## src/rtl/sram_fifo_1rw_ctrl.sv

```systemverilog
// Ready/valid FIFO (34 x 36) built from a single-port 32x36 SRAM plus a 2-entry output register stage.
// Define SRAM_FIFO_BYPASS_EN to route enqueues straight into the output stage when nothing older is queued.
module sram_fifo_1rw_ctrl #(
   parameter int DATA_W = 36,
   parameter int DEPTH  = 32,
   parameter int ADDR_W = 5
) (
   input  logic              clock,
   input  logic              reset,
   input  logic              enq_valid,
   output logic              enq_ready,
   input  logic [DATA_W-1:0] enq_bits,
   output logic              deq_valid,
   input  logic              deq_ready,
   output logic [DATA_W-1:0] deq_bits,
   output logic [5:0]        count,
   output logic              RW0_clk,
   output logic [ADDR_W-1:0] RW0_addr,
   output logic              RW0_en,
   output logic              RW0_wmode,
   output logic [DATA_W-1:0] RW0_wdata,
   input  logic [DATA_W-1:0] RW0_rdata
);
   localparam logic [5:0]      CAP        = 6'(DEPTH + 2);
   localparam logic [ADDR_W:0] SRAM_EMPTY = '0;

   logic [ADDR_W-1:0] wptr_q, wptr_d;
   logic [ADDR_W-1:0] rptr_q, rptr_d;
   logic [ADDR_W:0]   sram_cnt_q, sram_cnt_d;
   logic              inflight_q, inflight_d;
   logic [1:0]        out_cnt_q, out_cnt_d;
   logic [DATA_W-1:0] out0_q, out0_d;
   logic [DATA_W-1:0] out1_q, out1_d;
   logic [ADDR_W-1:0] rw_addr_q, rw_addr_d;
   logic              rw_wmode_q, rw_wmode_d;
   logic [DATA_W-1:0] rw_wdata_q, rw_wdata_d;

   logic              rd_issue_s;
   logic              enq_fire_s;
   logic              bypass_s;
   logic              wr_issue_s;
   logic              push_s;
   logic              pop_s;
   logic [5:0]        count_s;
   logic [DATA_W-1:0] push_data_s;

   // Access arbitration: reads are decided from registered state only, writes take what is left.
   always_comb begin
      count_s    = 6'(sram_cnt_q) + {5'd0, inflight_q} + {4'd0, out_cnt_q};
      rd_issue_s = (sram_cnt_q != SRAM_EMPTY) && (({1'b0, inflight_q} + out_cnt_q) < 2'd2);
      enq_fire_s = enq_valid && (count_s < CAP) && !rd_issue_s;
`ifdef SRAM_FIFO_BYPASS_EN
      bypass_s   = enq_fire_s && (sram_cnt_q == SRAM_EMPTY) && !inflight_q && (out_cnt_q < 2'd2);
`else
      bypass_s   = 1'b0;
`endif
      wr_issue_s = enq_fire_s && !bypass_s;
      // A capture and a bypass never coincide: bypass requires no read in flight.
      push_s      = inflight_q || bypass_s;
      push_data_s = inflight_q ? RW0_rdata : enq_bits;
      pop_s       = (out_cnt_q != 2'd0) && deq_ready;
   end

   // Next-state for pointers, SRAM occupancy and the held macro pin values.
   always_comb begin
      wptr_d     = wr_issue_s ? (wptr_q + ADDR_W'(1)) : wptr_q;
      rptr_d     = rd_issue_s ? (rptr_q + ADDR_W'(1)) : rptr_q;
      inflight_d = rd_issue_s;
      case ({wr_issue_s, rd_issue_s})
         2'b10:   sram_cnt_d = sram_cnt_q + (ADDR_W+1)'(1);
         2'b01:   sram_cnt_d = sram_cnt_q - (ADDR_W+1)'(1);
         default: sram_cnt_d = sram_cnt_q;
      endcase
      if (rd_issue_s) begin
         rw_addr_d  = rptr_q;
         rw_wmode_d = 1'b0;
      end else if (wr_issue_s) begin
         rw_addr_d  = wptr_q;
         rw_wmode_d = 1'b1;
      end else begin
         rw_addr_d  = rw_addr_q;
         rw_wmode_d = rw_wmode_q;
      end
      rw_wdata_d = wr_issue_s ? enq_bits : rw_wdata_q;
   end

   // Output stage: out0 is the head, out1 the second entry; pop and push may share a cycle.
   always_comb begin
      out0_d    = out0_q;
      out1_d    = out1_q;
      out_cnt_d = out_cnt_q;
      case ({push_s, pop_s})
         2'b10: begin
            if (out_cnt_q == 2'd0) begin
               out0_d = push_data_s;
            end else begin
               out1_d = push_data_s;
            end
            out_cnt_d = out_cnt_q + 2'd1;
         end
         2'b01: begin
            out0_d    = out1_q;
            out_cnt_d = out_cnt_q - 2'd1;
         end
         2'b11: begin
            if (out_cnt_q == 2'd1) begin
               out0_d = push_data_s;
            end else begin
               out0_d = out1_q;
               out1_d = push_data_s;
            end
         end
         default: begin
            out_cnt_d = out_cnt_q;
         end
      endcase
   end

   // State registers.
   always_ff @(posedge clock or negedge reset) begin
      if (!reset) begin
         wptr_q     <= '0;
         rptr_q     <= '0;
         sram_cnt_q <= '0;
         inflight_q <= 1'b0;
         out_cnt_q  <= 2'd0;
         out0_q     <= '0;
         out1_q     <= '0;
         rw_addr_q  <= '0;
         rw_wmode_q <= 1'b0;
         rw_wdata_q <= '0;
      end else begin
         wptr_q     <= wptr_d;
         rptr_q     <= rptr_d;
         sram_cnt_q <= sram_cnt_d;
         inflight_q <= inflight_d;
         out_cnt_q  <= out_cnt_d;
         out0_q     <= out0_d;
         out1_q     <= out1_d;
         rw_addr_q  <= rw_addr_d;
         rw_wmode_q <= rw_wmode_d;
         rw_wdata_q <= rw_wdata_d;
      end
   end

   assign enq_ready = (count_s < CAP) && !rd_issue_s;
   assign deq_valid = (out_cnt_q != 2'd0);
   assign deq_bits  = out0_q;
   assign count     = count_s;
   assign RW0_clk   = clock;
   assign RW0_en    = rd_issue_s || wr_issue_s;
   assign RW0_addr  = rw_addr_d;
   assign RW0_wmode = rw_wmode_d;
   assign RW0_wdata = rw_wdata_d;

endmodule
```

## config.mk

```make
export PLATFORM = sky130hd
export DESIGN_NAME = sram_fifo_1rw_ctrl
export DESIGN_NICKNAME = d
export VERILOG_FILES = /design/src/rtl/sram_fifo_1rw_ctrl.sv
export SDC_FILE = /design/constraint.sdc
export NUM_CORES = 1
export LEC_CHECK = 0
export ABC_AREA = 1
export CAP_MARGIN = 20
export CORE_ASPECT_RATIO = 1.25
export CORE_MARGIN = 1.5
export CORE_UTILIZATION = 31
export CTS_CLUSTER_DIAMETER = 50
export DETAILED_ROUTE_END_ITERATION = 12
export GPL_ROUTABILITY_DRIVEN = 0
export PLACE_DENSITY = 0.67
export RECOVER_POWER = 100
export SLEW_MARGIN = 20
export SYNTH_ARGS = -nofsm -noshare
export SYNTH_HDL_FRONTEND = slang
export SYNTH_SLANG_ARGS = --single-unit
export TNS_END_PERCENT = 1
```

## constraint.sdc

```tcl
create_clock -name clock -period 2.8 [get_ports clock]
set_clock_uncertainty 0.1 [all_clocks]
set_input_delay 0.56 -clock clock [delete_from_list [all_inputs] [get_ports clock]]
set_output_delay 0.56 -clock clock [all_outputs]
set_load 0.01 [all_outputs]
```

=== Yosys cells after proc, flatten, opt, wreduce, memory -nomap -nowiden ===
Cells that the tools add are included.

* Logic and storage cells: 60
* Bits in registers: 133
* Input bits: 76

* $lt $le $gt $ge: 2
* Eq/ne operators: 9
* Add/sub/neg operators: 9
* Reduce and logical (&&, ||, !) cells: 16
* Multiplexer cells: 14

{| class="wikitable"
|+ Operator list
! kind !! count
|-
| 36-bit 2-to-1 mux || 6
|-
| 36-bit case mux with 3 select lines || 1
|-
| 36-bit case mux with 2 select lines || 1
|-
| 6-bit case mux with 2 select lines || 1
|-
| 5-bit by 1-bit adder with 5-bit output (second input constant) || 2
|-
| 5-bit 2-to-1 mux || 2
|-
| 2-bit nonzero test || 4
|-
| 6-bit by 1-bit adder with 6-bit output || 1
|-
| 6-bit by 1-bit adder with 6-bit output (second input constant) || 1
|-
| 6-bit by 2-bit adder with 6-bit output || 1
|-
| 2-bit by 1-bit equality test with 1-bit output (second input constant) || 3
|-
| 2-bit equality test (second input constant) || 3
|-
| 6-bit less-than comparator (second input constant) || 1
|-
| 2-bit inequality test (second input constant) || 3
|-
| 6-bit nonzero test || 1
|-
| 6-bit by 1-bit subtractor with 6-bit output (second input constant) || 1
|-
| 1-bit logical AND || 5
|-
| 2-bit case mux with 2 select lines || 1
|-
| 3-bit AND reduction || 1
|-
| 3-bit nonzero test || 1
|-
| 1-bit by 2-bit adder with 2-bit output || 1
|-
| 2-bit by 1-bit adder with 2-bit output (second input constant) || 1
|-
| 2-bit zero test || 1
|-
| 2-bit less-than comparator (second input constant) || 1
|-
| other kinds (5) || 6
|}

=== Logic depth before layout (Yosys ltp) ===
* Depth after elaboration: 7
* Mapped depth: 16
* Depth with buffers taken out: 15

==> qor.csv <==
stage,metric,value,unit
flow_run,drv_cap,0,
grt,grt_max_degree,76,
critical_path,crit_chain,inv_4 -> fa_2 -> fa_2 -> nand3_1 -> nor2_2 -> nand2_2 -> nand2_4 -> nand3_4 -> clkbuf_16 -> clkbuf_16 -> o21ai_4 -> buf_6,
placement,port_buffers,163,
worst_hold_path,min-delay-path-class,reg -> reg,
critical_path,critPathMaxStageDelay,0.54,ns
yosys,ys_types,31,
floorplanning,start_util,31.7,%
yosys,syn_area,0.00637,sq mm
sta,fmax,273,MHz
grt,grt_pass1_vias,5681,
sta,fin_ws,-0.866,ns
sta,grt_setup_unrepaired,yes,
routing,drc,0,
floorplanning,rows,58,
layout,area_growth,53.3,%
layout,layout.nets,1083,
grt,grt_use_total,16.4,%
routing,avgViaCountPerCell,4.59,
floorplanning,io_pins,164,
placement,placed_area,0.00873,sq mm
sta,fin_crit_sh,131,%
layout,mostFrequentLayoutCells,"nand2_1, dfrtp_1, inv_1",
critical_path,r2r-start,inflight_q$_DFF_PN0_,
critical_path,startpoint_type,flip-flop,
routing,vias,5856,
floorplanning,fp.dieW,131,um
pwr,p_leak,4.63,nW
sta,finalSetupViolations,51,
yosys,synth_cells,778,
layout,layout_commonest_cell,nand2_1,
routing,drt_iter0_markers,196,
layout,drive_above_1_share,23.4,%
yosys,synth_area_leaders,"dfrtp_1, nand2_1, a21oi_1",
clocking,cts_tree,done,
routing,firstDrtPassIters,4,
sta,min_period,3.67,ns
critical_path,critPathSlowestCell,fa_2,
pwr,power_density,1490,mW/mm^2
critical_path,cp-startpoint,inflight_q$_DFF_PN0_,
yosys,yosys.area.top_type,dfrtp_1,
placement,dpl.hpwl,11700,um
sta,finalHoldViolCount,0,
pwr,ir_drop,1.03,mV
critical_path,worstSetupEndpointType,output pin,
floorplanning,die_area,0.0214,sq mm
sta,tightest_slew,1.47,ns
run_status,violations,setup timing,
grt,antenna_found_initial,0,
clocking,clock_latency,0.52,ns
sta,slew_violations,0,
layout,final_core_util,48.6,%
routing,routedWlPerCell,14.8,um
yosys,ys_seq_elements,133,
sta,relSlewSlack,1.93,%
yosys,synth-seq-area-share,52.2,%
yosys,synth_nets,869,
floorplanning,core,0.0201,sq mm
critical_path,crit_buf_inv,4,
yosys,yosysTopAreaCellShare,52.2,%
routing,finalWirelength,18900,um
routing,ant_nets,0,
yosys,synth.yosys.warnings,0,
floorplanning,die_y,163,um
grt,grt_overflow,0,
worst_hold_path,hp-start,rw_wdata_q[1]$_DFF_PN0_,
layout,diodes,0,
critical_path,worstPathMaxFanout,6,
sta,fin_setup_tns,-37.79,ns
critical_path,path_delay_family,adder cells,
critical_path,worstSetupPathType,reg -> out,
yosys,syn_area_per_cell,8.19,sq um
layout,stdcell_area,0.00976,sq mm
clocking,clkTransAtPathRegs,0.06,ns
run_status,outcome,finished with violations,
grt,grt_pass1_wl,28100,um
critical_path,critPathRequiredTime,2.14,ns
critical_path,arrival,3.01,ns
-- report_power, final --
part           internal, mW  total (mW)  switching, mW
clock network          1.54        2.39          0.852
logic                  4.00        8.84           4.84
registers              2.93        3.36          0.437
total                  8.47        14.6           6.13
-- through the flow --
stage	std cells	hold WS, ns	total power, mW	worst slack [ns]
2_1_floorplan	778	0.164	7.83	-0.242
3_3_place_gp	1225	0.364	11.5	-0.615
3_5_place_dp	1225	0.368	11.6	-0.705
4_1_cts	1261	0.376	14.0	-0.925
5_1_grt	1275	0.382	15.8	-1.01
6_report	1275	0.367	14.6	-0.866
-- cell type report --
| class | count | area [sq um] |
|---|---|---|
| Clock inverter | 8 | 72.6 |
| Inverter | 98 | 372 |
| Timing Repair Buffer | 232 | 2200 |
| Fill cell | 1938 | 10300 |
| Clock buffer | 28 | 587 |
| Sequential cell | 133 | 3330 |
| Tap cell | 270 | 338 |
| Multi-Input combinational cell | 506 | 2860 |
-- cell usage after synthesis, drive strengths merged --
library cell,n
a31oi,1
dfrtp,133
inv,97
o21ai,116
ha,12
or2,1
buf,14
xnor2,10
nand3,18
a22oi,1
fa,3
a21oi,77
clkinv,1
nand4,9
nand2,174
a21o,2
clkbuf,27
xor2,2
nand3b,1
nor2,79
-- repair_timing --
item,in CTS,in global routing
cloned,0,9
hold buffers,1,0
gates resized for setup,152,136
setup buffers,0,5
pin swaps,6,8
endpoints found under the hold margin,53,0
setup endpoints to repair,53,53
-- flip-flops by register name, indices dropped and copies added (netlist names) --
| signal | flops |
|---|---|
| rw_wmode_q | 1 |
| out_cnt_q | 2 |
| rw_wdata_q | 36 |
| deq_bits | 36 |
| inflight_q | 1 |
| sram_cnt_q | 6 |
| wptr_q | 5 |
| rptr_q | 5 |
| rw_addr_q | 5 |
| out1_q | 36 |
-- path summary, 6_finish.rpt --
check	depth (start not counted)	slack [ns]	end
worst min-delay path	2	0.37	rw_wdata_q[1]$_DFF_PN0_
worst min register to register	2	0.37	rw_wdata_q[1]$_DFF_PN0_
min in group asynchronous	2	0.81	rw_wdata_q[31]$_DFF_PN0_
max in group asynchronous	3	0.33	out1_q[28]$_DFFE_PN0P_
worst max register to register	13	-0.58	sram_cnt_q[3]$_DFFE_PN0P_
worst max-delay path	12	-0.87	RW0_wdata[2]
-- kinds of logic (layout without fill, tap and decap cells) --
kind of cell / count (synthesis) / after routing / synth area share [%]
and+or+nand+nor: 282 / 282 / 17.9
buffers and inverters: 139 / 366 / 8.90
AOI/OAI and AO/OA: 197 / 197 / 16.0
xor gates and xnor gates: 12 / 12 / 1.65
DFF: 133 / 133 / 52.2
adders and majority gates: 15 / 15 / 3.30
-- tightest hold or removal path: cells and delay by family (launching register included) --
family | cells | cell delay, ns
flip-flops | 1 | 0.32
AND/OR/NAND/NOR | 1 | 0.06
AO/OA/AOI/OAI | 1 | 0.06
-- routing by layer --
| metal | vias to the layer above | wire (um) | GRT usage, % |
|---|---|---|---|
| met2 | 152 | 9450 | 28.4 |
| met4 | 0 | 425 | 6.13 |
| li1 | 2904 | - | - |
| met1 | 2774 | 8220 | 19.5 |
| met5 | - | 0 | 0 |
| met3 | 26 | 822 | 4.35 |
No activity file was read; power rests on OpenSTA's default activity.
